File: src/rtl/uart_xcvr.sv
// uart_xcvr: parametrised UART transceiver with a buffered, error-tagged receive FIFO.
// Optional feature macro UART_XCVR_LOOPBACK_EN adds a `loopback` port routing TxD into the receiver.
//
// state   | meaning (shared by the TX and RX FSMs)
// S_IDLE  | line idle; TX waits for tx_valid, RX waits for a start edge
// S_START | start bit (RX: half-bit wait then start re-check)
// S_DATA  | DW data bits, LSB first
// S_PAR   | parity bit (never entered when PARITY = "NONE")
// S_STOP  | stop bit(s); RX samples only the first
module uart_xcvr #(
    parameter int    DW       = 8,
    parameter int    SW       = 1,
    parameter string PARITY   = "NONE",
    parameter logic  IDLE     = 1'b1,
    parameter int    DIV      = 16,
    parameter int    RX_DEPTH = 8
) (
    input  logic          clk,
    input  logic          rst,
    input  logic          tx_valid,
    input  logic [DW-1:0] tx_data,
    output logic          tx_ready,
    output logic          rx_valid,
    output logic [DW-1:0] rx_data,
    output logic          rx_perr,
    output logic          rx_ferr,
    input  logic          rx_ready,
    output logic          rx_ovf,
`ifdef UART_XCVR_LOOPBACK_EN
    input  logic          loopback,
`endif
    output logic          TxD,
    input  logic          RxD
);

    localparam bit HAS_PAR = (PARITY != "NONE");
    localparam bit ODD_PAR = (PARITY == "ODD");
    localparam int CW      = $clog2(DIV);
    localparam int BW      = $clog2(DW);
    localparam int AW      = $clog2(RX_DEPTH);

    localparam logic [CW-1:0] CNT_BIT   = CW'(DIV - 1);
    localparam logic [CW-1:0] CNT_HALF  = CW'(DIV / 2 - 1);
    localparam logic [BW-1:0] DATA_LAST = BW'(DW - 1);
    localparam logic [BW-1:0] STOP_LAST = BW'(SW - 1);

    typedef enum logic [2:0] {
        S_IDLE,
        S_START,
        S_DATA,
        S_PAR,
        S_STOP
    } state_t;

    // ------------------------------------------------------------------ transmit
    state_t        tx_state, tx_state_nxt;
    logic [CW-1:0] tx_cnt, tx_cnt_nxt;
    logic [BW-1:0] tx_bits, tx_bits_nxt;
    logic [DW-1:0] tx_shift, tx_shift_nxt;
    logic          tx_par, tx_par_nxt;
    logic          tx_line, tx_line_nxt;
    logic          tx_tc;

    always_ff @(posedge clk or posedge rst) begin
        if (rst) begin
            tx_state <= S_IDLE;
            tx_cnt   <= '0;
            tx_bits  <= '0;
            tx_shift <= '0;
            tx_par   <= 1'b0;
            tx_line  <= IDLE;
        end else begin
            tx_state <= tx_state_nxt;
            tx_cnt   <= tx_cnt_nxt;
            tx_bits  <= tx_bits_nxt;
            tx_shift <= tx_shift_nxt;
            tx_par   <= tx_par_nxt;
            tx_line  <= tx_line_nxt;
        end
    end

    always_comb begin
        tx_state_nxt = tx_state;
        tx_bits_nxt  = tx_bits;
        tx_shift_nxt = tx_shift;
        tx_par_nxt   = tx_par;
        tx_line_nxt  = tx_line;
        tx_tc        = (tx_cnt == '0);
        tx_cnt_nxt   = tx_tc ? tx_cnt : tx_cnt - CW'(1);
        // Ready during the final stop cycle so a held tx_valid chains frames with no gap.
        tx_ready     = (tx_state == S_IDLE) ||
                       ((tx_state == S_STOP) && tx_tc && (tx_bits == '0));

        unique case (tx_state)
            S_IDLE: ;
            S_START: begin
                if (tx_tc) begin
                    tx_state_nxt = S_DATA;
                    tx_cnt_nxt   = CNT_BIT;
                    tx_bits_nxt  = DATA_LAST;
                    tx_line_nxt  = tx_shift[0];
                end
            end
            S_DATA: begin
                if (tx_tc) begin
                    tx_cnt_nxt = CNT_BIT;
                    if (tx_bits == '0) begin
                        if (HAS_PAR) begin
                            tx_state_nxt = S_PAR;
                            tx_line_nxt  = tx_par;
                        end else begin
                            tx_state_nxt = S_STOP;
                            tx_bits_nxt  = STOP_LAST;
                            tx_line_nxt  = IDLE;
                        end
                    end else begin
                        tx_bits_nxt  = tx_bits - BW'(1);
                        tx_shift_nxt = tx_shift >> 1;
                        tx_line_nxt  = tx_shift[1];
                    end
                end
            end
            S_PAR: begin
                if (tx_tc) begin
                    tx_state_nxt = S_STOP;
                    tx_cnt_nxt   = CNT_BIT;
                    tx_bits_nxt  = STOP_LAST;
                    tx_line_nxt  = IDLE;
                end
            end
            S_STOP: begin
                if (tx_tc) begin
                    if (tx_bits == '0) begin
                        tx_state_nxt = S_IDLE;
                    end else begin
                        tx_bits_nxt = tx_bits - BW'(1);
                        tx_cnt_nxt  = CNT_BIT;
                    end
                end
            end
            default: tx_state_nxt = S_IDLE;
        endcase

        if (tx_valid && tx_ready) begin
            tx_state_nxt = S_START;
            tx_cnt_nxt   = CNT_BIT;
            tx_shift_nxt = tx_data;
            tx_par_nxt   = ODD_PAR ? ~^tx_data : ^tx_data;
            tx_line_nxt  = ~IDLE;
        end
    end

    // ------------------------------------------------------------------ line routing
    logic rx_src;

`ifdef UART_XCVR_LOOPBACK_EN
    assign rx_src = loopback ? tx_line : RxD;
    assign TxD    = loopback ? IDLE : tx_line;
`else
    assign rx_src = RxD;
    assign TxD    = tx_line;
`endif

    logic rx_meta, rxs;

    always_ff @(posedge clk or posedge rst) begin
        if (rst) begin
            rx_meta <= IDLE;
            rxs     <= IDLE;
        end else begin
            rx_meta <= rx_src;
            rxs     <= rx_meta;
        end
    end

    // ------------------------------------------------------------------ receive
    state_t        rx_state, rx_state_nxt;
    logic [CW-1:0] rx_cnt, rx_cnt_nxt;
    logic [BW-1:0] rx_bits, rx_bits_nxt;
    logic [DW-1:0] rx_shift, rx_shift_nxt;
    logic          rx_pbit, rx_pbit_nxt;
    logic          rx_tc, rx_exp_par;
    logic          push, push_perr, push_ferr;

    assign rx_exp_par = ODD_PAR ? ~^rx_shift : ^rx_shift;

    always_ff @(posedge clk or posedge rst) begin
        if (rst) begin
            rx_state <= S_IDLE;
            rx_cnt   <= '0;
            rx_bits  <= '0;
            rx_shift <= '0;
            rx_pbit  <= 1'b0;
        end else begin
            rx_state <= rx_state_nxt;
            rx_cnt   <= rx_cnt_nxt;
            rx_bits  <= rx_bits_nxt;
            rx_shift <= rx_shift_nxt;
            rx_pbit  <= rx_pbit_nxt;
        end
    end

    always_comb begin
        rx_state_nxt = rx_state;
        rx_bits_nxt  = rx_bits;
        rx_shift_nxt = rx_shift;
        rx_pbit_nxt  = rx_pbit;
        push         = 1'b0;
        push_perr    = 1'b0;
        push_ferr    = 1'b0;
        rx_tc        = (rx_cnt == '0);
        rx_cnt_nxt   = rx_tc ? rx_cnt : rx_cnt - CW'(1);

        unique case (rx_state)
            S_IDLE: begin
                if (rxs != IDLE) begin
                    rx_state_nxt = S_START;
                    rx_cnt_nxt   = CNT_HALF;
                end
            end
            S_START: begin
                if (rx_tc) begin
                    if (rxs == IDLE) begin
                        rx_state_nxt = S_IDLE;
                    end else begin
                        rx_state_nxt = S_DATA;
                        rx_cnt_nxt   = CNT_BIT;
                        rx_bits_nxt  = DATA_LAST;
                    end
                end
            end
            S_DATA: begin
                if (rx_tc) begin
                    rx_shift_nxt = {rxs, rx_shift[DW-1:1]};
                    rx_cnt_nxt   = CNT_BIT;
                    if (rx_bits == '0) begin
                        rx_state_nxt = HAS_PAR ? S_PAR : S_STOP;
                    end else begin
                        rx_bits_nxt = rx_bits - BW'(1);
                    end
                end
            end
            S_PAR: begin
                if (rx_tc) begin
                    rx_pbit_nxt  = rxs;
                    rx_state_nxt = S_STOP;
                    rx_cnt_nxt   = CNT_BIT;
                end
            end
            S_STOP: begin
                // Back to IDLE at the stop-bit centre so a following start edge is not missed.
                if (rx_tc) begin
                    push         = 1'b1;
                    push_ferr    = (rxs != IDLE);
                    push_perr    = HAS_PAR && (rx_pbit != rx_exp_par);
                    rx_state_nxt = S_IDLE;
                end
            end
            default: rx_state_nxt = S_IDLE;
        endcase
    end

    // ------------------------------------------------------------------ receive FIFO
    logic [DW+1:0] mem [RX_DEPTH];
    logic [AW:0]   wr_ptr, rd_ptr;
    logic          full, pop, wr_en;

    assign rx_valid = (wr_ptr != rd_ptr);
    assign full     = (wr_ptr[AW] != rd_ptr[AW]) && (wr_ptr[AW-1:0] == rd_ptr[AW-1:0]);
    assign pop      = rx_valid && rx_ready;
    // A same-cycle pop frees the head slot, so a push into a full FIFO still lands.
    assign wr_en    = push && (!full || pop);

    assign {rx_perr, rx_ferr, rx_data} = mem[rd_ptr[AW-1:0]];

    always_ff @(posedge clk or posedge rst) begin
        if (rst) begin
            wr_ptr <= '0;
            rd_ptr <= '0;
            rx_ovf <= 1'b0;
            for (int i = 0; i < RX_DEPTH; i++) mem[i] <= '0;
        end else begin
            if (wr_en) begin
                mem[wr_ptr[AW-1:0]] <= {push_perr, push_ferr, rx_shift};
                wr_ptr              <= wr_ptr + (AW+1)'(1);
            end
            if (pop) rd_ptr <= rd_ptr + (AW+1)'(1);
            rx_ovf <= push && full && !pop;
        end
    end

endmodule

File: config.mk
export PLATFORM = sky130hd
export DESIGN_NAME = uart_xcvr
export DESIGN_NICKNAME = d
export VERILOG_FILES = /design/src/rtl/uart_xcvr.sv
export SDC_FILE = /design/constraint.sdc
export NUM_CORES = 1
export LEC_CHECK = 0
export BUFFER_PORTS_ARGS = -buffer_cell sky130_fd_sc_hd__buf_2
export CORE_ASPECT_RATIO = 1.4
export CORE_UTILIZATION = 44
export DETAILED_ROUTE_END_ITERATION = 7
export SLEW_MARGIN = 20
export SYNTH_ARGS = -nofsm -noshare
export SYNTH_HDL_FRONTEND = slang
export SYNTH_SLANG_ARGS = --single-unit
File: constraint.sdc
create_clock -name clk -period 3.3 [get_ports clk]
set_input_delay 0.33 -clock clk [delete_from_list [all_inputs] [get_ports clk]]
set_output_delay 0.33 -clock clk [all_outputs]
set_load 0.01 [all_outputs]
==> out/qor.csv, run 1 <==
stage,metric,value,unit
global_route,initial antenna violation count,0,
cts,clk_lat worst skew,0.41,ns
run_status,outcome,"finished, final reports clean",
place,Post-Place Worst Slack,0.727,ns
critical_path,worst-path fanout max,10,
global_route,GRT overflow,0,
power_and_ir_drop,Peak VDD IR,448,uV
floorplan,Die H,140,um
timing,max-slew violation count,0,
place,IO Port Bufs,25,
run,max cap viols,0,
global_route,vias in the first global route,3840,
critical_path,"Req. time, crit path",2.97,ns
drt,First DRT Iteration DRCs,120,
place,routability cong.,0.764,
global_route,Tot GR Track Use,19.0,%
cts,H-tree levels,4,
synthesis,ranking of synthesized cells by area,"dfrtp_1, mux2_2, mux4_2",
floorplan,DIE AREA,14000,sq um
cts,total CTS buffers,17,
finish,layout cells sized above 1,41.9,%
finish,nets@finish,491,
timing,setup_tns,0,ns
cts,CTS tree,yes,
drt,via count,3580,
drt,DRT antenna net count,0,
synthesis,synth unique cells,61,
critical_path,CP max stage cell,nor3b_2,
drt,per-cell routed wire length,17.8,um
floorplan,# IOs,27,
critical_path,worst-path cell chain,inv_1 > ha_1 > nor3b_2 > inv_2 > o21ai_0 > and2_1 > buf_2,
timing,RSZ-0062 raised after global routing,no,
timing,post-route minimum period,2.85,ns
synthesis,post-synth top area cell,dfrtp_1,
place,DP HPWL,7520,um
drt,WL final,11800,um
synthesis,Main synth FF type,dfrtp_1,
synthesis,syn nets,460,
timing,final worst slack,0.453,ns
floorplan,Initial Util,44.7,%
critical_path,Setup crit end kind,output port,
cts,clk buf depth,2,
timing,Worst slew margin,45.9,%
critical_path,critical path data arrival time,2.52,ns
synthesis,synthesized area per cell,13.6,sq um
power_and_ir_drop,Overall Power,4.76,mW
cts,clk slew on worst S/H paths,0.05,ns
global_route,global-route wire length before repair,20100,um
drt,Remaining DRCs,0,
timing,Worst Skew,0.00644,ns
synthesis,Post-Syn Area,5960,sq um
floorplan,row count,50,
critical_path,Critical Path Source Type,flop,
finish,Antenna diodes,0,
cts,CTS sink cnt,120,
timing,crit share post-route,86.3,%
finish,Area Overhead vs Synth,15.0,%
power_and_ir_drop,pwr dens,694,nW/um^2
floorplan,Die X,100,um
min_path,worst min path class,primary input to asynchronous set/reset pin,
cts,root buffer cell,clkbuf_16,
timing,Hold Fails Final Rpt,0,
synthesis,Yosys warning count,0,
drt,Initial DRT Pass Iterations,4,
floorplan,area of the core,13300,sq um
synthesis,area share of the largest cell type after synthesis,49.1,%
drt,Via density,5.41,
critical_path,Worst path max stage delay,0.49,ns
timing,Tightest Pin Transition,0.811,ns
synthesis,Post-Synthesis Cells,437,
timing,Final setup viols,0,
power_and_ir_drop,Leak,3.18,nW
global_route,largest net degree at the start of global routing,121,
timing,fmax,351,MHz
synthesis,#FFs+latches synth,120,
synthesis,Post-synth EDFFs,0,
synthesis,sequential share of the synthesized area,50.4,%
critical_path,CP Class,flop to output port,
synthesis,asr flop ratio synth,100,%
layout make-up:
class	instances	area, sq um
multi-input combinational	275	2770
inverter	17	67.6
clock inverter	7	42.5
tap	182	228
timing repair buffer	37	230
clock buffer	24	512
fill	1146	6470
sequential	120	3010
final timing paths:
check / from / endpoint / slack (ns) / cells after the start
worst min-delay path: rst / wr_ptr[0] / 0.07 / 3
max in group asynchronous: rst / mem[64] / 2.70 / 3
worst max register to register: tx_cnt[0] / tx_shift[1] / 0.70 / 7
worst min register to register: rx_meta / rxs / 0.36 / 0
worst max-delay path: tx_cnt[0] / tx_ready / 0.45 / 7
min in group clk: tx_data[7] / tx_shift[7] / 0.15 / 2
cells by family (layout without fill, tap and decap cells):
kind of cell / after synthesis / count (layout) / share of synthesized area, %
flops: 120 / 120 / 50.4
other cells: 1 / 1 / 0.0629
compound gates: 61 / 61 / 9.32
fa+ha+maj: 10 / 10 / 2.10
simple gates: 76 / 76 / 7.47
mux: 116 / 116 / 25.8
buf+inv: 42 / 85 / 3.06
xor+xnor: 11 / 11 / 1.74
cells in the final DEF (no fill, tap or decap), types with 4 or more instances in the layout:
master and count:
clkbuf_8 6, nand3_1 4, inv_1 14, ha_1 10, o21ai_0 10, clkinv_2 4, buf_4 10, mux2_2 86
a21oi_1 11, nand2_1 15, and2_1 10, xor2_1 4, xnor2_1 6, a2111oi_4 5, nor2_1 15, dfrtp_1 117
clkinvlp_4 4, nor2b_1 6, nand2b_1 6, a221o_1 8, mux2_4 9, clkbuf_16 17, mux4_2 18, nor3_1 6
buf_2 25
flip-flops by register name (all words and copies together) (netlist names), 4 cells and up:
register  count
wr_ptr        4
rx_cnt        4
tx_cnt        4
rd_ptr        4
tx_shift      8
rx_shift      8
mem          72
report_power, final:
part / internal [mW] / leakage (nW) / switching (mW)
clock network: 1.07 / 0.270 / 0.636
registers: 1.67 / 1.59 / 0.220
logic: 0.512 / 1.32 / 0.652
synth_stat cells, types with 6 or more instances:
master / number
and2_1: 10
buf_1: 10
nor2_1: 15
o21ai_0: 10
mux2_4: 9
mux4_2: 18
inv_1: 15
dfrtp_1: 117
ha_1: 10
clkbuf_1: 9
nor3_1: 6
xnor2_1: 6
nor2b_1: 6
a221o_1: 8
nand2b_1: 6
mux2_2: 86
a21oi_1: 11
nand2_1: 15
stage by stage:
stage          area, sq um  hold WS, ns  utilization (%)  instances
2_1_floorplan         5970        0.334                -        437
3_3_place_gp          6290        0.347             47.2        630
3_5_place_dp          6290        0.348             47.2        630
4_1_cts               6860        0.130             51.5        662
5_1_grt               6860        0.135             51.5        662
6_report              6860       0.0737             51.5        662
layer usage:
metal | routed length, um | share of wire [%] | up-vias | track usage, %
li1 | - | - | 1670 | -
met1 | 5190 | 44 | 1835 | 23.7
met2 | 6080 | 52 | 57 | 31.0
met3 | 322 | 2.7 | 18 | 5.27
met4 | 165 | 1.4 | 0 | 7.32
met5 | 0 | 0 | - | 0
critical path: cells and delay by family, from the launching register on:
family	cells	cell delay [ns]
simple gates	2	0.68
flops	1	0.42
buf+inv	3	0.39
compound gates	1	0.38
fa+ha+maj	1	0.21
what timing repair did:
action,4_1_cts,5_1_grt
endpoints found under the hold margin,1,0
resized for setup,0,0
setup endpoints to repair,0,0
setup buffers,0,0
hold buffers,1,0
(Power assumes the default switching activity.)
==> run 2, diff against run 1 <==
--- a/config.mk
+++ b/config.mk
@@ -7,8 +7,10 @@
 export LEC_CHECK = 0
 export BUFFER_PORTS_ARGS = -buffer_cell sky130_fd_sc_hd__buf_2
 export CORE_ASPECT_RATIO = 1.4
-export CORE_UTILIZATION = 44
+export CORE_UTILIZATION = 55
 export DETAILED_ROUTE_END_ITERATION = 7
+export PLACE_DENSITY = 0.75
+export SKIP_CTS_REPAIR_TIMING = 1
 export SLEW_MARGIN = 20
 export SYNTH_ARGS = -nofsm -noshare
 export SYNTH_HDL_FRONTEND = slang
==> run 2 against run 1 <==
Against the previous run:
- via count grew 2.0%
- clock skew rose by 0.0010 ns
- global-route usage is 4.6 points higher
==> out/qor.csv, run 2 (same netlist as run 1, synthesis figures left out) <==
stage,metric,value,unit,change
finish,"commonest non-fill, non-tap cell in the layout",dfrtp_1,,unchanged
critical_path,R2R cell count,4,,was 7
timing,Tightest Pin Transition,0.757,ns,was 0.811 ns
timing,max-slew violation count,0,,unchanged
place,DP HPWL,7870,um,was 7520 um
drt,Remaining DRCs,0,,unchanged
floorplan,Die H,125,um,was 140 um
critical_path,CP Depth,7,,unchanged
global_route,vias in the first global route,4014,,was 3840
finish,"leading cell types in the layout, fill and taps excluded","dfrtp_1, mux2_2, buf_2, mux4_2, clkbuf_16",,unchanged
power_and_ir_drop,pwr dens,713,nW/um^2,was 694 nW/um^2
drt,DRT antenna net count,0,,unchanged
cts,root buffer cell,clkbuf_16,,unchanged
critical_path,R2R Path Start,wr_ptr[2],,was tx_cnt[0]
floorplan,Die X,90.0,um,was 100 um
power_and_ir_drop,Peak VDD IR,373,uV,was 448 uV
drt,via count,3652,,was 3580
global_route,initial antenna violation count,0,,unchanged
global_route,GRT overflow,0,,unchanged
cts,CTS sink cnt,120,,unchanged
critical_path,worst-path fanout max,10,,unchanged
cts,clk slew on worst S/H paths,0.05,ns,about the same
timing,hold_ws,0.00674,ns,was 0.0737 ns
critical_path,Worst path max stage delay,0.48,ns,was 0.49 ns
global_route,largest net degree at the start of global routing,68,,was 121
timing,setup_tns,0,ns,unchanged
power_and_ir_drop,Leak,3.17,nW,was 3.18 nW
floorplan,Initial Util,57.0,%,was 44.7%
cts,total CTS buffers,17,,unchanged
critical_path,Worst R2R Setup Slack,0.64,ns,was 0.70 ns
cts,clk buf depth,2,,unchanged
critical_path,FF-to-FF End,mem[0],,was tx_shift[1]
timing,crit share post-route,85.4,%,was 86.3%
critical_path,Setup crit end kind,output port,,unchanged
critical_path,"Req. time, crit path",2.97,ns,about the same
floorplan,area of the core,10500,sq um,was 13300 sq um
global_route,global-route wire length before repair,20400,um,was 20100 um
critical_path,last element of the critical path,tx_ready,,unchanged
cts,clk_lat worst skew,0.41,ns,about the same
finish,Seq. cell area,3010,sq um,unchanged
finish,Biggest register,mem,,unchanged
timing,Worst slew margin,49.5,%,was 45.9%
cts,CTS tree,yes,,unchanged
finish,nets@finish,488,,was 491
finish,layout cells sized above 1,41.6,%,was 41.9%
drt,per-cell routed wire length,19.2,um,was 17.8 um
floorplan,DIE AREA,11300,sq um,was 14000 sq um
floorplan,row count,44,,was 50
min_path,worst min path class,primary input to asynchronous set/reset pin,,unchanged
drt,Via density,5.93,,was 5.41
finish,number of flip-flops under the largest register name,72,,unchanged
place,IO Port Bufs,25,,unchanged
timing,Worst Skew,0.00744,ns,was 0.00644 ns
critical_path,WP buf/inv,3,,unchanged
timing,Hold Fails Final Rpt,0,,unchanged
run_status,outcome,"finished, final reports clean",,unchanged
finish,Multi-input gate area,2770,sq um,unchanged
critical_path,crit path launch,tx_cnt[0],,unchanged
critical_path,critical path data arrival time,2.49,ns,was 2.52 ns
drt,First DRT Iteration DRCs,177,,was 120
critical_path,Critical Path Source Type,flop,,unchanged
place,routability cong.,0.819,,was 0.764
critical_path,CP max stage cell,nor3b_2,,unchanged
finish,fill cell count,756,,was 1146
finish,final core utilization,65.0,%,was 51.5%
finish,Antenna diodes,0,,unchanged
floorplan,# IOs,27,,unchanged
cts,H-tree levels,4,,unchanged
critical_path,CP top delay family,simple AND/OR/NAND/NOR gates,,unchanged
timing,final worst slack,0.480,ns,was 0.453 ns
timing,Final setup viols,0,,unchanged
drt,Initial DRT Pass Iterations,4,,unchanged
critical_path,worst-path cell chain,inv_1 > ha_1 > nor3b_2 > inv_2 > o21ai_0 > and2_1 > buf_2,,unchanged
drt,WL final,11800,um,about the same
finish,Area Overhead vs Synth,14.0,%,was 15.0%
finish,Regs by FF count,"mem: 72 flops, rx_shift: 8 flops, tx_shift: 8 flops",,unchanged
timing,fmax,355,MHz,was 351 MHz
critical_path,CP Class,flop to output port,,unchanged
global_route,Tot GR Track Use,23.5,%,was 19.0%
run,max cap viols,0,,unchanged
timing,RSZ-0062 raised after global routing,no,,unchanged
timing,post-route minimum period,2.82,ns,was 2.85 ns
place,Post-Place Worst Slack,0.697,ns,was 0.727 ns
## run 2: cell count changes in the layout (fill, tap and decap cells not counted)
cell           previous run  this run
buf_4                    10         8
bufinv_16                 0         2
clkbuf_1                  1         2
clkbuf_8                  6         1
clkinv_2                  4         5
dlygate4sd3_1             1         0
inv_6                     0         2
## run 2: power breakdown
group	switching (mW)	leakage (nW)	internal, mW
registers	0.222	1.59	1.67
logic	0.656	1.30	0.515
clock network	0.654	0.276	1.13
## run 2: worst min path at each step
stage,startpoint,endpoint,cells past startpoint
floorplan,RxD,rx_meta,0
global placement,rx_meta,rxs,0
detailed placement,rx_meta,rxs,0
CTS,RxD,rx_meta,1
global route,RxD,rx_meta,1
finish,rst,tx_bits[1],2
## run 2: metal layers
layer	global-route usage (%)	vias to the layer above	share of wire [%]
met5	0	-	0
met2	42.0	67	55
li1	-	1667	-
met4	9.39	0	2.0
met3	5.05	18	2.4
met1	27.6	1900	41
## run 2: final cells by class
cell class              instances  area share (%)
flip-flops and latches        120            44.2
multi-input cells             275            40.8
clock buffers                  20            6.57
repair buffers                 34            3.02
well taps                     138            2.54
clock inverters                12            1.84
inverters                      17           0.994
## run 2: per-stage QoR
stage / cells / power [mW] / area (sq um)
after floorplan: 437 / 2.82 / 5970
after global placement: 584 / 3.02 / 6220
after detailed placement: 584 / 3.09 / 6220
after CTS: 616 / 4.89 / 6800
after global routing: 616 / 5.12 / 6800
final: 616 / 4.85 / 6800
==> run 3, diff against run 2 <==
--- a/config.mk
+++ b/config.mk
@@ -9,8 +9,9 @@
 export CORE_ASPECT_RATIO = 1.4
 export CORE_UTILIZATION = 55
 export DETAILED_ROUTE_END_ITERATION = 7
-export PLACE_DENSITY = 0.75
+export PLACE_DENSITY_LB_ADDON = 0.3
 export SKIP_CTS_REPAIR_TIMING = 1
+export SKIP_LAST_GASP = 1
 export SLEW_MARGIN = 20
 export SYNTH_ARGS = -nofsm -noshare
 export SYNTH_HDL_FRONTEND = slang
==> run 3 against run 2 <==
Against the previous run:
- global-route usage down 0.70 points
- sequential power hardly changed
- die area unchanged
- combinational power about the same
- first-iteration DRC count down 25%
- clock skew hardly changed
- the flow now finishes with violations (negative hold slack)
- setup slack worse by 0.077 ns
- register-to-register slack got worse by 0.02 ns
- critical path depth did not move
- utilization rose by 0.39 points
==> out/qor.csv, run 3 (same netlist as run 1, synthesis figures left out) <==
stage,metric,value,unit,change
critical_path,Critical Path Source Type,flop,,unchanged
critical_path,"Req. time, crit path",2.97,ns,about the same
timing,Worst slew margin,53.9,%,was 49.5%
timing,hold_ws,-0.0185,ns,was 0.00674 ns
min_path,worst min path class,primary input to asynchronous set/reset pin,,unchanged
finish,fill cell count,770,,was 756
critical_path,critical path data arrival time,2.57,ns,was 2.49 ns
place,routability cong.,0.843,,was 0.819
run_status,failing checks,negative hold slack,,
timing,Tightest Pin Transition,0.691,ns,was 0.757 ns
floorplan,DIE AREA,11300,sq um,unchanged
finish,Biggest register,mem,,unchanged
floorplan,row count,44,,unchanged
finish,Regs by FF count,"mem: 72 flops, rx_shift: 8 flops, tx_shift: 8 flops",,unchanged
run,max cap viols,0,,unchanged
finish,"commonest non-fill, non-tap cell in the layout",dfrtp_1,,unchanged
critical_path,Setup crit end kind,output port,,unchanged
critical_path,worst-path fanout max,10,,unchanged
drt,per-cell routed wire length,18.5,um,was 19.2 um
drt,WL final,11400,um,was 11800 um
finish,"leading cell types in the layout, fill and taps excluded","dfrtp_1, mux2_2, buf_2, mux4_2, clkbuf_16",,unchanged
power_and_ir_drop,Overall Power,4.92,mW,was 4.85 mW
finish,number of flip-flops under the largest register name,72,,unchanged
power_and_ir_drop,pwr dens,719,nW/um^2,was 713 nW/um^2
floorplan,area of the core,10500,sq um,unchanged
cts,clk slew on worst S/H paths,0.05,ns,about the same
timing,Final setup viols,0,,unchanged
floorplan,Die X,90.0,um,unchanged
cts,clk buf depth,2,,unchanged
cts,total CTS buffers,17,,unchanged
timing,post-route minimum period,2.90,ns,was 2.82 ns
cts,H-tree levels,4,,unchanged
critical_path,R2R cell count,7,,was 4
global_route,GRT overflow,0,,unchanged
global_route,largest net degree at the start of global routing,54,,was 68
timing,setup_tns,0,ns,unchanged
cts,CTS sink cnt,120,,unchanged
global_route,global-route wire length before repair,19800,um,was 20400 um
floorplan,# IOs,27,,unchanged
drt,Initial DRT Pass Iterations,5,,was 4
place,IO Port Bufs,25,,unchanged
floorplan,Initial Util,57.0,%,unchanged
finish,layout cells sized above 1,41.5,%,was 41.6%
drt,Via density,5.88,,was 5.93
cts,root buffer cell,clkbuf_16,,unchanged
global_route,initial antenna violation count,0,,unchanged
finish,final core utilization,65.4,%,was 65.0%
drt,via count,3627,,was 3652
global_route,vias in the first global route,3901,,was 4014
critical_path,CP Class,flop to output port,,unchanged
critical_path,Worst R2R Setup Slack,0.62,ns,was 0.64 ns
critical_path,crit path launch,tx_cnt[0],,unchanged
drt,DRT antenna net count,0,,unchanged
timing,Hold Fails Final Rpt,21,,was 0
place,DP HPWL,7470,um,was 7870 um
timing,crit share post-route,87.8,%,was 85.4%
global_route,Tot GR Track Use,22.8,%,was 23.5%
timing,RSZ-0062 raised after global routing,no,,unchanged
drt,First DRT Iteration DRCs,132,,was 177
critical_path,FF-to-FF End,tx_shift[2],,was mem[0]
timing,max-slew violation count,0,,unchanged
drt,Remaining DRCs,0,,unchanged
timing,Worst Skew,0.00707,ns,was 0.00744 ns
run_status,outcome,"complete, but fails checks",,"was finished, final reports clean"
finish,Area Overhead vs Synth,14.7,%,was 14.0%
finish,Antenna diodes,0,,unchanged
place,DP Cell Count,586,,was 584
floorplan,Die H,125,um,unchanged
cts,clk_lat worst skew,0.41,ns,about the same
power_and_ir_drop,Leak,3.19,nW,was 3.17 nW
cts,CTS tree,yes,,unchanged
power_and_ir_drop,Peak VDD IR,376,uV,was 373 uV
critical_path,R2R Path Start,tx_cnt[0],,was wr_ptr[2]
finish,post-route insts no fill,617,,was 616
finish,nets@finish,490,,was 488
timing,fmax,345,MHz,was 355 MHz
## run 3: changes by cell type in the layout (fill, tap and decap cells not counted)
cell        delta
clkbuf_8       +2
clkinvlp_4     -1
clkbuf_1       +1
buf_4          +2
bufinv_16      +1
clkinv_2       -2
inv_6          -2
## run 3: power by group
| part | internal (mW) | switching (mW) | total (mW) |
|---|---|---|---|
| Combinational | 0.515 | 0.658 | 1.17 |
| Sequential | 1.68 | 0.218 | 1.89 |
| Clock | 1.24 | 0.615 | 1.85 |
| Total | 3.43 | 1.49 | 4.92 |
## run 3: worst max path at each step
stage | cells after the start | endpoint | slack [ns]
floorplan | 6 | mem[60] | 0.96
global placement | 7 | tx_shift[5] | 0.83
detailed placement | 7 | tx_shift[2] | 0.66
CTS | 7 | tx_ready | 0.44
global route | 7 | tx_ready | 0.16
finish | 7 | tx_ready | 0.40
## run 3: critical path: stages, from the launching register on
cell	delay, ns
dfrtp_1	0.42
inv_1	0.10
ha_1	0.24
nor3b_2	0.52
inv_2	0.20
o21ai_0	0.37
and2_1	0.18
buf_2	0.12
## run 3: layout make-up
class                           instances  area, sq um  area share [%]
Sequential cell                       120         3010            44.0
Multi-Input combinational cell        275         2770            40.5
Clock buffer                           23          478            6.99
Timing Repair Buffer                   36          220            3.22
Tap cell                              138          173            2.53
Clock inverter                          8          120            1.76
Inverter                               17         67.6           0.988
## run 3: layer usage
layer / global-route usage, % / up-vias / share of wire [%]
met5: 0 / - / 0
met4: 8.44 / 0 / 1.9
met3: 5.47 / 23 / 3.1
met2: 40.8 / 67 / 54
met1: 26.7 / 1863 / 41
li1: - / 1674 / -
## run 3: per-stage QoR
step	hold WS (ns)	worst slack, ns	instance area (sq um)
after CTS	-0.0145	0.443	6840
after global routing	0.00553	0.159	6840
after global placement	0.345	0.835	6240
after detailed placement	0.347	0.657	6240
after floorplan	0.334	0.962	5970
final	-0.0185	0.403	6840
